### src/rtl/mem_port_arbiter_pkg.sv
// mem_port_arbiter_pkg
// Shared definitions for the unified-memory port arbiter:
//   - WCONVW    : width of the memory write-type/size code
//   - REQ_IF/ME : requester identifiers used by the grant selector and FSM
//   - arb_state_e : 3-bit FSM state encoding
package mem_port_arbiter_pkg;

  localparam int WCONVW = 3;

  localparam logic REQ_IF = 1'b0;
  localparam logic REQ_ME = 1'b1;

  typedef enum logic [2:0] {
    IDLE    = 3'd0,
    BUSY_IF = 3'd1,
    BUSY_ME = 3'd2,
    DONE_IF = 3'd3,
    DONE_ME = 3'd4
  } arb_state_e;

endpackage

### src/rtl/arb_grant_sel.sv
// arb_grant_sel
// Combinational grant policy for the memory port arbiter.
// Build option: ARB_ROUND_ROBIN_EN
//   undefined : fixed priority, data (ME) over fetch (IF); no last_grant port
//   defined   : on a tie the requester not served last wins
// Ports:
//   last_grant  in  requester served last (only with ARB_ROUND_ROBIN_EN)
//   if_req      in  fetch request
//   me_req      in  data request
//   grant_id    out winning requester (REQ_IF / REQ_ME)
//   grant_valid out at least one request is pending
module arb_grant_sel
  import mem_port_arbiter_pkg::*;
(
`ifdef ARB_ROUND_ROBIN_EN
  input  logic last_grant,
`endif
  input  logic if_req,
  input  logic me_req,
  output logic grant_id,
  output logic grant_valid
);

  // Pick the winner among the pending requests.
  always_comb begin
    grant_valid = if_req | me_req;
    grant_id    = REQ_ME;
    if (if_req && me_req) begin
`ifdef ARB_ROUND_ROBIN_EN
      grant_id = (last_grant == REQ_ME) ? REQ_IF : REQ_ME;
`else
      grant_id = REQ_ME;
`endif
    end else if (me_req) begin
      grant_id = REQ_ME;
    end else if (if_req) begin
      grant_id = REQ_IF;
    end else begin
      grant_id = REQ_ME;
    end
  end

endmodule

### src/rtl/mem_port_arbiter.sv
// mem_port_arbiter
// Shares one single-port memory between the IF (fetch) and ME (data)
// requesters. Each access is a req/ack transaction of variable latency;
// the winner gets its read data plus a one-cycle ready pulse.
// Build option: ARB_ROUND_ROBIN_EN selects round-robin tie breaking
// (otherwise data always beats fetch).
// Ports:
//   clk, rst                 clock, asynchronous active-high reset
//   if_req/if_addr           fetch request (level, held until if_ready)
//   if_rdata/if_ready        fetched word and completion pulse
//   me_req/me_wena/me_addr/me_wdata/me_wtype  data request
//   me_rdata/me_ready        load data and completion pulse
//   mem_req..mem_wtype       memory request bus (held until mem_ack)
//   mem_ack/mem_rdata        memory completion and read data
//   stall_if/stall_me        per-stage hold requests (combinational)
module mem_port_arbiter
  import mem_port_arbiter_pkg::*;
#(
  parameter int ADDR_W = 32,
  parameter int DATA_W = 32,
  parameter int WT_W   = WCONVW
) (
  input  logic              clk,
  input  logic              rst,
  input  logic              if_req,
  input  logic [ADDR_W-1:0] if_addr,
  output logic [DATA_W-1:0] if_rdata,
  output logic              if_ready,
  input  logic              me_req,
  input  logic              me_wena,
  input  logic [ADDR_W-1:0] me_addr,
  input  logic [DATA_W-1:0] me_wdata,
  input  logic [WT_W-1:0]   me_wtype,
  output logic [DATA_W-1:0] me_rdata,
  output logic              me_ready,
  output logic              mem_req,
  output logic              mem_wena,
  output logic [ADDR_W-1:0] mem_addr,
  output logic [DATA_W-1:0] mem_wdata,
  output logic [WT_W-1:0]   mem_wtype,
  input  logic              mem_ack,
  input  logic [DATA_W-1:0] mem_rdata,
  output logic              stall_if,
  output logic              stall_me
);

  arb_state_e        state_q, state_d;
  logic              mem_req_q, mem_req_d;
  logic              mem_wena_q, mem_wena_d;
  logic [ADDR_W-1:0] mem_addr_q, mem_addr_d;
  logic [DATA_W-1:0] mem_wdata_q, mem_wdata_d;
  logic [WT_W-1:0]   mem_wtype_q, mem_wtype_d;
  logic [DATA_W-1:0] if_rdata_q, if_rdata_d;
  logic [DATA_W-1:0] me_rdata_q, me_rdata_d;
  logic              if_ready_q, if_ready_d;
  logic              me_ready_q, me_ready_d;
  logic              grant_id;
  logic              grant_valid;

`ifdef ARB_ROUND_ROBIN_EN
  logic last_grant_q, last_grant_d;
`endif

  arb_grant_sel u_grant_sel (
`ifdef ARB_ROUND_ROBIN_EN
    .last_grant  (last_grant_q),
`endif
    .if_req      (if_req),
    .me_req      (me_req),
    .grant_id    (grant_id),
    .grant_valid (grant_valid)
  );

  // Next-state and register-update logic for the transaction FSM.
  always_comb begin
    state_d     = state_q;
    mem_req_d   = mem_req_q;
    mem_wena_d  = mem_wena_q;
    mem_addr_d  = mem_addr_q;
    mem_wdata_d = mem_wdata_q;
    mem_wtype_d = mem_wtype_q;
    if_rdata_d  = if_rdata_q;
    me_rdata_d  = me_rdata_q;
    if_ready_d  = if_ready_q;
    me_ready_d  = me_ready_q;
    case (state_q)
      IDLE: begin
        if (grant_valid && (grant_id == REQ_ME)) begin
          mem_req_d   = 1'b1;
          mem_wena_d  = me_wena;
          mem_addr_d  = me_addr;
          mem_wdata_d = me_wdata;
          mem_wtype_d = me_wtype;
          state_d     = BUSY_ME;
        end else if (grant_valid) begin
          mem_req_d   = 1'b1;
          mem_wena_d  = 1'b0;
          mem_addr_d  = if_addr;
          mem_wtype_d = '0;
          state_d     = BUSY_IF;
        end else begin
          state_d = IDLE;
        end
      end
      BUSY_IF: begin
        if (mem_ack) begin
          mem_req_d  = 1'b0;
          if_rdata_d = mem_rdata;
          if_ready_d = 1'b1;
          state_d    = DONE_IF;
        end else begin
          state_d = BUSY_IF;
        end
      end
      BUSY_ME: begin
        if (mem_ack) begin
          mem_req_d  = 1'b0;
          // Stores return nothing; keep the last load value visible.
          if (!mem_wena_q) begin
            me_rdata_d = mem_rdata;
          end else begin
            me_rdata_d = me_rdata_q;
          end
          me_ready_d = 1'b1;
          state_d    = DONE_ME;
        end else begin
          state_d = BUSY_ME;
        end
      end
      // Requests are deliberately not sampled in DONE so a held req
      // cannot issue twice for one transaction.
      DONE_IF: begin
        if_ready_d = 1'b0;
        state_d    = IDLE;
      end
      DONE_ME: begin
        me_ready_d = 1'b0;
        state_d    = IDLE;
      end
      default: begin
        mem_req_d  = 1'b0;
        if_ready_d = 1'b0;
        me_ready_d = 1'b0;
        state_d    = IDLE;
      end
    endcase
  end

  // FSM state and datapath registers.
  always_ff @(posedge clk or posedge rst) begin
    if (rst) begin
      state_q     <= IDLE;
      mem_req_q   <= 1'b0;
      mem_wena_q  <= 1'b0;
      mem_addr_q  <= '0;
      mem_wdata_q <= '0;
      mem_wtype_q <= '0;
      if_rdata_q  <= '0;
      me_rdata_q  <= '0;
      if_ready_q  <= 1'b0;
      me_ready_q  <= 1'b0;
    end else begin
      state_q     <= state_d;
      mem_req_q   <= mem_req_d;
      mem_wena_q  <= mem_wena_d;
      mem_addr_q  <= mem_addr_d;
      mem_wdata_q <= mem_wdata_d;
      mem_wtype_q <= mem_wtype_d;
      if_rdata_q  <= if_rdata_d;
      me_rdata_q  <= me_rdata_d;
      if_ready_q  <= if_ready_d;
      me_ready_q  <= me_ready_d;
    end
  end

`ifdef ARB_ROUND_ROBIN_EN
  // Remember which requester was granted at each issue.
  always_comb begin
    if ((state_q == IDLE) && grant_valid) begin
      last_grant_d = grant_id;
    end else begin
      last_grant_d = last_grant_q;
    end
  end

  // Last-grant flag register; resets to data so fetch wins the first tie.
  always_ff @(posedge clk or posedge rst) begin
    if (rst) begin
      last_grant_q <= REQ_ME;
    end else begin
      last_grant_q <= last_grant_d;
    end
  end
`endif

  assign mem_req   = mem_req_q;
  assign mem_wena  = mem_wena_q;
  assign mem_addr  = mem_addr_q;
  assign mem_wdata = mem_wdata_q;
  assign mem_wtype = mem_wtype_q;
  assign if_rdata  = if_rdata_q;
  assign me_rdata  = me_rdata_q;
  assign if_ready  = if_ready_q;
  assign me_ready  = me_ready_q;

  // The ready pulse releases the stall in the same cycle it is seen.
  assign stall_if = if_req & ~if_ready_q;
  assign stall_me = me_req & ~me_ready_q;

endmodule

### config.mk
export PLATFORM = sky130hd
export DESIGN_NAME = mem_port_arbiter
export DESIGN_NICKNAME = d
export VERILOG_FILES = /design/src/rtl/mem_port_arbiter_pkg.sv /design/src/rtl/arb_grant_sel.sv /design/src/rtl/mem_port_arbiter.sv
export SDC_FILE = /design/constraint.sdc
export NUM_CORES = 1
export LEC_CHECK = 0
export CORE_MARGIN = 3
export CORE_UTILIZATION = 37
export CTS_CLUSTER_DIAMETER = 60
export DETAILED_ROUTE_END_ITERATION = 7
export PLACE_DENSITY = 0.88
export SETUP_SLACK_MARGIN = 0.1
export SYNTH_ARGS = -nofsm -noshare
export SYNTH_HDL_FRONTEND = slang
export SYNTH_SLANG_ARGS = --single-unit
### constraint.sdc
create_clock -name clk -period 4.92 [get_ports clk]
set_input_delay 0.984 -clock clk [delete_from_list [all_inputs] [get_ports clk]]
set_output_delay 0.984 -clock clk [all_outputs]
set_load 0.05 [all_outputs]
* Word-level counts from Yosys, hierarchy flattened
Cells that the tools add are included.
** Storage, ports and cells
- Register bits after elaboration :: 138
- Output and inout bits :: 137
- Input port bits :: 137
- Word-level logic and storage cells :: 63
** Operators by class
- Eq/ne operators :: 8
- Reduce and logical (&&, ||, !) cells :: 15
- Multiplexer cells :: 21
- Bitwise gates (word level) :: 9
** Operators by type and width (number)
- 32-bit two-way mux :: 2
- 1-bit two-way mux :: 10
- 2-bit AND reduction :: 5
- 3-bit two-way mux :: 3
- 3-bit case mux with 3 select lines :: 1
- 3-bit by 2-bit equality test with 1-bit output (second input constant) :: 2
- 1-bit NOT :: 6
- 3-bit AND reduction :: 2
- 3-bit OR reduction :: 2
- 2-bit two-way mux :: 2
- 2-bit inequality test (second input constant) :: 2
- 1-bit case mux with 2 select lines :: 2
- 2-bit OR reduction :: 2
- 3-bit by 1-bit equality test with 1-bit output (second input constant) :: 1
- 3-bit equality test (second input constant) :: 1
- 3-bit logical NOT :: 1
- 3-bit inequality test (second input constant) :: 1
- 1-bit case mux with 3 select lines :: 1
- 1-bit bitwise AND :: 2
- 1-bit logical AND :: 2
- 2-bit by 1-bit inequality test with 1-bit output (second input constant) :: 1
- 2-bit nonzero test :: 1
- 1-bit bitwise OR :: 1

* Longest topological paths before layout
Gate-level depths: netlist of the first run.
- Word-level depth :: 6
- Depth in mapped cells :: 7
- Depth with buffers taken out :: 3

* By module
Synthesis of the first run repeated with hierarchy kept, for this count alone.
** Second synthesis, totals
- Cells, all modules :: 393
- Area, all modules :: 5627.9 um^2
** Modules (own cells, without submodules)
- mem_port_arbiter :: instances 1, area an instance 5615.4 um^2, cells each 391, seq. area each 3453.3 um^2
- arb_grant_sel :: instances 1, area an instance 12.5 um^2, cells each 2, seq. area each 0.0 um^2

* Worst setup path before layout of the first run
Ideal clock, no wire load.
- Path kind :: input port to output port
- Start point :: input me_req
- End point :: output stall_me
- Path slack :: 2063 ps
- Arrival time :: 1873 ps
- Cell stages on the path :: 3
- Cells stage by stage :: buf_2 inv_1 nor2_1
** On the way
- Longest elaborated chain between the ends :: 1
** RTL lines
- from (decl) :: RTL line mem_port_arbiter.sv:29 : input logic me_req,
- 1-bit bitwise AND :: RTL line mem_port_arbiter.sv:208 : assign stall_me = me_req & ~me_ready_q;
- to (decl) :: RTL line mem_port_arbiter.sv:44 : output logic stall_me
No other way between the ends.

* Worst setup path after layout of the first run
- Start point :: input if_req
- End point :: output stall_if
** On the way
- Longest elaborated chain between the ends :: 1
** RTL lines
- from (decl) :: RTL line mem_port_arbiter.sv:25 : input logic if_req,
- 1-bit bitwise AND :: RTL line mem_port_arbiter.sv:207 : assign stall_if = if_req & ~if_ready_q;
- to (decl) :: RTL line mem_port_arbiter.sv:43 : output logic stall_if,
No other way between the ends.

==> results of run 1 <==
==> area by class of cell <==
type,count,area (sq um)
flip-flops and latches,138,3453
clock inverters,6,88.84
inverters,3,16.27
fillers,1115,5650
repair buffers,280,2780
well taps,184,230.2
multi-input cells,221,1939
clock buffers,25,485.5
==> routing by layer <==
layer,share of wire (%),track usage [%]
met5,0,0
met3,9.6,7.680
met2,53,33.69
met4,1.3,5.312
met1,36,19.19
==> metrics by stage <==
| step | instances | area, sq um |
|---|---|---|
| after floorplan | 390 | 5588 |
| after global placement | 826 | 8419 |
| after detailed placement | 826 | 8419 |
| after CTS | 857 | 8994 |
| after global routing | 857 | 8994 |
| final | 857 | 8994 |
==> how the worst max path moves through the flow <==
| stage | end | slack (ns) | cells past startpoint |
|---|---|---|---|
| finish | stall_if | 1.48 | 3 |
| global route | stall_if | 1.44 | 3 |
| CTS | stall_if | 1.47 | 3 |
| detailed placement | stall_if | 1.48 | 3 |
| global placement | stall_if | 1.48 | 3 |
| floorplan | if_rdata[0] | 0.24 | 1 |
==> power breakdown <==
group | switching, mW | total [mW] | leakage, nW | internal (mW)
Combinational | 2.78 | 4.33 | 1.85 | 1.55
Sequential | 0.337 | 2.05 | 1.62 | 1.71
Clock | 0.447 | 1.23 | 0.274 | 0.784
==> cell families (layout without fill, tap and decap cells) <==
group,after synthesis,count (layout),synth area share [%]
compound gates,79,79,7.501
buf+inv,31,314,3.538
flops,138,138,61.80
mux,128,128,25.28
simple gates,14,14,1.881
==> registers in the layout, summed over array words and instances (netlist names) <==
register / count
if_rdata: 32
me_rdata: 32
mem_addr: 32
mem_wdata: 32
mem_wtype: 3
state_q: 3
if_ready: 1
me_ready: 1
mem_req: 1
mem_wena: 1
==> worst max-delay path: cells and delay by family <==
family | cells | cell delay (ns)
and+or+nand+nor | 1 | 0.15
buffers and inverters | 2 | 1.32
==> placed cells by master (no fill, tap or decap), drive strengths merged <==
master / n
o21ba: 1
a22o: 4
and2: 1
nand2: 1
clkinvlp: 2
o21ai: 4
buf: 8
clkdlybuf4s50: 272
inv: 3
a21oi: 68
mux2i: 32
mux2: 96
nor2b: 2
dfrtp: 138
clkbuf: 25
clkinv: 2
a31oi: 1
nor4b: 1
nand2b: 2
and4bb: 1
nor2: 4
and3: 1
nor3: 1
bufinv: 2
a21boi: 1
==> impl_metrics.yaml, run 1 <==
status:
  outcome: "finished, final reports clean"
synth:
  yosysSeqAreaShare_pct: 61.80
  yosysUniqueCellTypes: 28
  synth_edf_count: 0
  syn-num-nets: 527
  async_flop_share_pct: 100.0
  netlist.area_leader.share_pct: 61.80
  ys_top_cells_by_count: "dfrtp_1 (138), mux2_2 (91), a21oi_1 (68)"
  synth_area_per_cell_sq_um: 14.33
  synth_ff_type: "dfrtp_1"
  synthTopCellsByArea: "dfrtp_1 (62%), mux2_2 (18%), a21oi_1 (6.1%)"
  yosys.area.top_type: "dfrtp_1"
  syn_area_sq_um: 5588
  syn-instance-count: 390
  ys_ff_latch: 138
  synth-warning-count: 0
  synth_most_common_cell: "dfrtp_1"
cts:
  cts_root_buf: "clkbuf_16"
  path_clk_slew_ns: 0.06
  cts_tree: "done"
  numClockSinks: 138
  post-cts-setup-buffers: 0
  cts.htree.levels: 4
  cts_resized: 0
  cts_made_buffers: 17
  insertion_delay_ns: 0.40
  clock_path_buffers: 2
  postCtsHoldBufs: 0
sta:
  slew_violations: 0
  fmax_mhz: 290.6
  setup_viol: 0
  period_share_pct: 69.94
  hold_violations: 0
  worst_pin_slew_ns: 1.125
  setup_slack_ns: 1.479
  hold_ws_ns: 0.4828
  slew-limit-headroom_pct: 25.02
  rsz0062_at_grt: "false"
  finClkSkew_ns: 0.008402
  fin_crit_ns: 3.441
  setup_tns_ns: 0
die:
  pin_count: 274
  die_w_um: 128.9
  die_area_sq_um: 16610
  rows: 44
  coreArea_sq_um: 14640
  die_h_um: 128.9
  start_util_pct: 38.16
pwr:
  ir_drop_mv: 0.5103
  p_per_area_nw_per_um2: 846.1
  leakage_nw: 3.747
  total_power_mw: 7.610
critical_path:
  slowest_stage: "clkdlybuf4s50_1"
  r2r_setup_slack_ns: 2.52
  timing.rr.end: "mem_addr[25]"
  startpoint: "if_req"
  reg2reg_depth: 4
  criticalPathCategory: "in2out"
  path_cells: "clkdlybuf4s50_1 > nor2b_1 > clkdlybuf4s50_1"
  crit_path_end_kind: "output port"
  cp_data_arrival_time_ns: 2.46
  critPathMaxStageDelay_ns: 0.81
  cp-start-kind: "input port"
  path_common_cell: "clkdlybuf4s50_1"
  required_ns: 3.94
  r2r-start: "state_q[2]"
  cp_max_fo: 3
worst_hold_path:
  worstHoldEndpoint: "if_rdata[0]"
  worstHoldPathType: "reg2reg"
  hold_start: "if_rdata[0]"
  hold_path_depth: 1
global_route:
  grt_pass1_vias: 4600
  antenna_found_initial: 0
  gr-total-overflow: 0
  grt_max_degree: 52
  track_usage_pct: 18.38
  grt_pass1_wl_mm: 23.66
place:
  port_buffers: 273
  gp_congestion: 0.7832
  place_hpwl_mm: 11.70
  dpl_worst_slack_ns: 1.478
drt:
  ant_nets: 0
  vias: 4185
  routed_via_density: 4.883
  routedWlPerCell_um: 18.34
  first_pass_iters: 4
  drc: 0
  drt_iter0_markers: 116
  wirelength_mm: 15.72
layout:
  fin_util_pct: 61.41
  area_growth_pct: 60.95
  drive_gt1_share_pct: 20.06
  antennaDiodeCount: 0
  nNetsFinal: 798
flow_run:
  drv_cap: 0
Note: power is estimated with default switching activity, not from simulation.
==> inputs of run 2 (changes only) <==
--- a/config.mk
+++ b/config.mk
@@ -6,10 +6,10 @@
 export NUM_CORES = 1
 export LEC_CHECK = 0
 export CORE_MARGIN = 3
-export CORE_UTILIZATION = 37
+export CORE_UTILIZATION = 41
 export CTS_CLUSTER_DIAMETER = 60
 export DETAILED_ROUTE_END_ITERATION = 7
-export PLACE_DENSITY = 0.88
+export PLACE_DENSITY = 0.92
 export SETUP_SLACK_MARGIN = 0.1
 export SYNTH_ARGS = -nofsm -noshare
 export SYNTH_HDL_FRONTEND = slang
==> constraint.sdc (replaced) <==
create_clock -name clk -period 3.3 [get_ports clk]
set_input_delay 0.66 -clock clk [delete_from_list [all_inputs] [get_ports clk]]
set_output_delay 0.66 -clock clk [all_outputs]
set_load 0.05 [all_outputs]
==> impl_metrics.yaml, run 2 (synthesis results as in run 1) <==
layout:
  n_fill_cell: 877
  nNetsFinal: 801
  final_cell_mix: "clkdlybuf4s50_1 (271), dfrtp_1 (138), mux2_2 (91)"
  antennaDiodeCount: 0
  drive_gt1_share_pct: 20.97
  final_area_sq_um: 9061
  layout_commonest_cell: "clkdlybuf4s50_1"
  area_growth_pct: 62.16
  finalNonFillerCells: 853
place:
  place_hpwl_mm: 11.67
  dp_cells: 821
  gp_congestion: 0.7789
  dpl_worst_slack_ns: 0.5490
  place_area_sq_um: 8478
  port_buffers: 273
pwr:
  combPwrFrac_pct: 57.1
  p_int_mw: 6.044
  clock_power_share_pct: 16.3
  switching_power_mw: 5.377
  p_per_area_nw_per_um2: 1260
  leakage_nw: 3.779
  swShare_pct: 47.08
  ir_drop_mv: 0.8275
  p_seq_share_pct: 26.6
critical_path:
  cp-start-kind: "input port"
  cp_data_arrival_time_ns: 2.09
  path_cells: "clkdlybuf4s50_1 > nor2b_1 > clkdlybuf4s50_1"
  criticalPathCategory: "in2out"
  critPathMaxStageDelay_ns: 0.80
  crit_path_end_kind: "output port"
  cp_max_fo: 3
  required_ns: 2.64
  slowest_stage: "clkdlybuf4s50_1"
  path_common_cell: "clkdlybuf4s50_1"
global_route:
  grt_max_degree: 39
  grt_pass1_wl_mm: 23.92
  antenna_found_initial: 0
  grt_pass1_vias: 4593
  gr-total-overflow: 0
  track_usage_pct: 20.82
sta:
  worst_pin_slew_ns: 0.8580
  fmax_mhz: 363.0
  rsz0062_at_grt: "false"
  setup_tns_ns: 0
  setup_slack_ns: 0.5450
  hold_violations: 0
  fin_crit_ns: 2.755
  slew_violations: 0
  setup_viol: 0
  slew-limit-headroom_pct: 42.68
  period_share_pct: 83.48
  finClkSkew_ns: 0.009753
drt:
  routed_via_density: 4.998
  first_pass_iters: 4
  drc: 0
  routedWlPerCell_um: 18.48
  ant_nets: 0
  drt_iter0_markers: 153
  vias: 4263
  wirelength_mm: 15.76
die:
  rows: 42
  start_util_pct: 42.03
  die_w_um: 122.7
  pin_count: 274
  die_h_um: 122.7
  coreArea_sq_um: 13300
  die_area_sq_um: 15070
cts:
  cts_made_buffers: 17
  cts_tree: "done"
  numClockSinks: 138
  path_clk_slew_ns: 0.06
  cts_resized: 0
  cts_root_buf: "clkbuf_16"
  post-cts-setup-buffers: 0
  clock_path_buffers: 2
  insertion_delay_ns: 0.41
  postCtsHoldBufs: 0
  cts.htree.levels: 4
worst_hold_path:
  worstHoldPathType: "reg2reg"
flow_run:
  drv_cap: 0
status:
  outcome: "finished, final reports clean"
[run 2: cell types whose count changed in the layout (fill, tap and decap cells not counted), moves of 2 or more]
cell	previous run	this run
buf_12	0	4
clkbuf_1	5	3
clkinv_4	1	3
clkinvlp_4	2	4
[run 2: critical path, delay by kind of cell]
family                 cells  cell delay, ns
AND/OR/NAND/NOR            1            0.13
buffers and inverters      2            1.30
[run 2: routing by layer]
| metal | global-route usage, % | up-vias | share of wire [%] |
|---|---|---|---|
| li1 | - | 1940 | - |
| met1 | 21.27 | 2104 | 35 |
| met2 | 37.65 | 188 | 53 |
| met3 | 8.986 | 31 | 10 |
| met4 | 7.488 | 0 | 2.2 |
| met5 | 0 | - | 0 |
[run 2: power by group through the flow]
stage	Clock (mW)	Combinational (mW)	Sequential [mW]
floorplan	0	1.43	5.89
global placement	0	6.42	3.00
detailed placement	0	6.55	3.06
CTS	1.89	6.58	3.05
global route	1.97	6.80	3.15
finish	1.86	6.52	3.04
[run 2: final cells by class]
cell class / instances / area, sq um / share of cell area [%]
clock inverter: 10 / 118.9 / 1.312
timing repair buffer: 283 / 2850 / 31.46
tap: 176 / 220.2 / 2.430
clock buffer: 22 / 464.2 / 5.123
inverter: 3 / 15.01 / 0.1657
multi-input combinational: 221 / 1939 / 21.40
sequential: 138 / 3453 / 38.11
[run 2: worst paths after layout]
path	to	from	slack (ns)	cells past startpoint
worst max-delay path	stall_if	if_req	0.55	3
worst min-delay path	if_rdata[0]	if_rdata[0]	0.50	1
worst max register to register	mem_addr[12]	state_q[1]	1.39	5
worst min register to register	if_rdata[0]	if_rdata[0]	0.50	1
max in group asynchronous	mem_addr[10]	rst	1.87	3
min in group asynchronous	mem_wtype[1]	rst	0.77	2
[run 2: stage by stage]
| step | total power, mW | hold slack [ns] | util (%) |
|---|---|---|---|
| detailed placement | 9.608 | 0.4788 | 63.77 |
| global placement | 9.416 | 0.4696 | 63.77 |
| finish | 11.42 | 0.4962 | 68.15 |
| CTS | 11.52 | 0.4999 | 68.15 |
| global route | 11.91 | 0.5232 | 68.15 |
| floorplan | 7.314 | 0.5316 | - |
==> inputs of run 3 (changes only) <==
==> constraint.sdc (replaced) <==
create_clock -name clk -period 2.8 [get_ports clk]
set_input_delay 0.56 -clock clk [delete_from_list [all_inputs] [get_ports clk]]
set_output_delay 0.56 -clock clk [all_outputs]
set_load 0.05 [all_outputs]
==> impl_metrics.yaml, run 3 (synthesis results as in run 1) <==
status:
  outcome: "finished, final reports clean"
cts:
  postCtsHoldBufs: 0
  path_clk_slew_ns: 0.06
  cts_root_buf: "clkbuf_16"
  cts.htree.levels: 4
  numClockSinks: 138
  clock_path_buffers: 2
  cts_tree: "done"
  cts_resized: 0
  post-cts-setup-buffers: 0
  insertion_delay_ns: 0.41
  cts_made_buffers: 17
die:
  rows: 42
  coreArea_sq_um: 13300
  die_area_sq_um: 15070
  die_h_um: 122.7
  die_w_um: 122.7
  start_util_pct: 42.03
  pin_count: 274
pwr:
  p_per_area_nw_per_um2: 1493
  ir_drop_mv: 1.037
  leakage_nw: 3.777
global_route:
  grt_max_degree: 139
  grt_pass1_vias: 4719
  antenna_found_initial: 0
  track_usage_pct: 21.52
  gr-total-overflow: 0
  grt_pass1_wl_mm: 24.74
layout:
  final_cell_mix: "clkdlybuf4s50_1 (270), dfrtp_1 (138), mux2_2 (91)"
  finalNonFillerCells: 850
  drive_gt1_share_pct: 20.77
  area_growth_pct: 62.05
  fin_util_pct: 68.11
  antennaDiodeCount: 0
  layout_commonest_cell: "clkdlybuf4s50_1"
  nNetsFinal: 799
place:
  gp_congestion: 0.8056
  place_hpwl_mm: 11.68
  dpl_worst_slack_ns: 0.3855
  port_buffers: 273
  dp_cells: 819
drt:
  routed-wl-met2_mm: 8.667
  first_pass_iters: 4
  wirelength_mm: 16.12
  top_layer: "met4"
  vias: 4235
  drt_iter0_markers: 180
  wl_met1_mm: 5.539
  routed_via_density: 4.982
  drc: 0
  ant_nets: 0
  wl_met3_mm: 1.556
  routedWlPerCell_um: 18.96
critical_path:
  crit_path_end_kind: "output port"
  r2r_setup_slack_ns: 0.88
  cp_max_fo: 3
  crit_family: "buffers and inverters"
  required_ns: 2.24
  cp_data_arrival_time_ns: 1.79
  cp_num_buf_inv: 1
  path_cells: "clkdlybuf4s50_1"
  cp-start-kind: "register"
  critPathMaxStageDelay_ns: 0.90
  criticalPathCategory: "reg2out"
  slowest_stage: "clkdlybuf4s50_1"
sta:
  slew-limit-headroom_pct: 50.73
  fin_crit_ns: 2.353
  period_share_pct: 84.04
  fmax_mhz: 425.0
  setup_viol: 0
  slew_violations: 0
  setup_tns_ns: 0
  setup_slack_ns: 0.4470
  hold_violations: 0
  rsz0062_at_grt: "false"
  worst_pin_slew_ns: 0.7390
  finClkSkew_ns: 0.008357
flow_run:
  drv_cap: 0
worst_hold_path:
  worstHoldPathType: "reg2reg"
==> run 3: changes by cell type in the layout (fill, tap and decap cells not counted) <==
cell | before | now
buf_12 | 4 | 5
clkinv_4 | 3 | 0
clkbuf_8 | 2 | 4
buf_4 | 7 | 5
clkinv_2 | 2 | 3
clkinvlp_4 | 4 | 3
clkdlybuf4s50_1 | 271 | 270
==> run 3: power breakdown <==
part / internal (mW) / total, mW / switching, mW / leakage (nW)
combinational: 2.78 / 7.70 / 4.91 / 1.87
clock: 1.40 / 2.20 / 0.808 / 0.282
sequential: 3.00 / 3.62 / 0.612 / 1.62
total: 7.18 / 13.5 / 6.33 / 3.78
==> run 3: final timing paths <==
| check | from | endpoint | cells past startpoint |
|---|---|---|---|
| min reg2reg | if_rdata[0] | if_rdata[0] | 1 |
| max in group asynchronous | rst | if_rdata[12] | 3 |
| max reg2reg | state_q[2] | me_rdata[2] | 4 |
| max | mem_wena | mem_wena | 1 |
| min | if_rdata[0] | if_rdata[0] | 1 |
| min in group asynchronous | rst | mem_addr[21] | 3 |
==> run 3: layer usage <==
metal / track usage (%) / vias up
met5: 0 / -
met4: 8.817 / 0
met3: 8.571 / 29
met2: 39.12 / 182
met1: 21.81 / 2078
li1: - / 1946
==> run 3: cell type report <==
class	count	area, sq um
inverters	3	15.01
multi-input cells	221	1939
clock buffers	24	491.7
clock inverters	7	90.09
flip-flops and latches	138	3453
repair buffers	281	2845
fillers	888	4240
well taps	176	220.2
==> run 3: stage by stage <==
step                total power [mW]  cell area, sq um  hold WS [ns]
CTS                            13.64              9055        0.4694
detailed placement             11.36              8473        0.4826
floorplan                      8.620              5592        0.5316
global route                   14.11              9055        0.4997
global placement               11.13              8473        0.4709
finish                         13.52              9055        0.4921
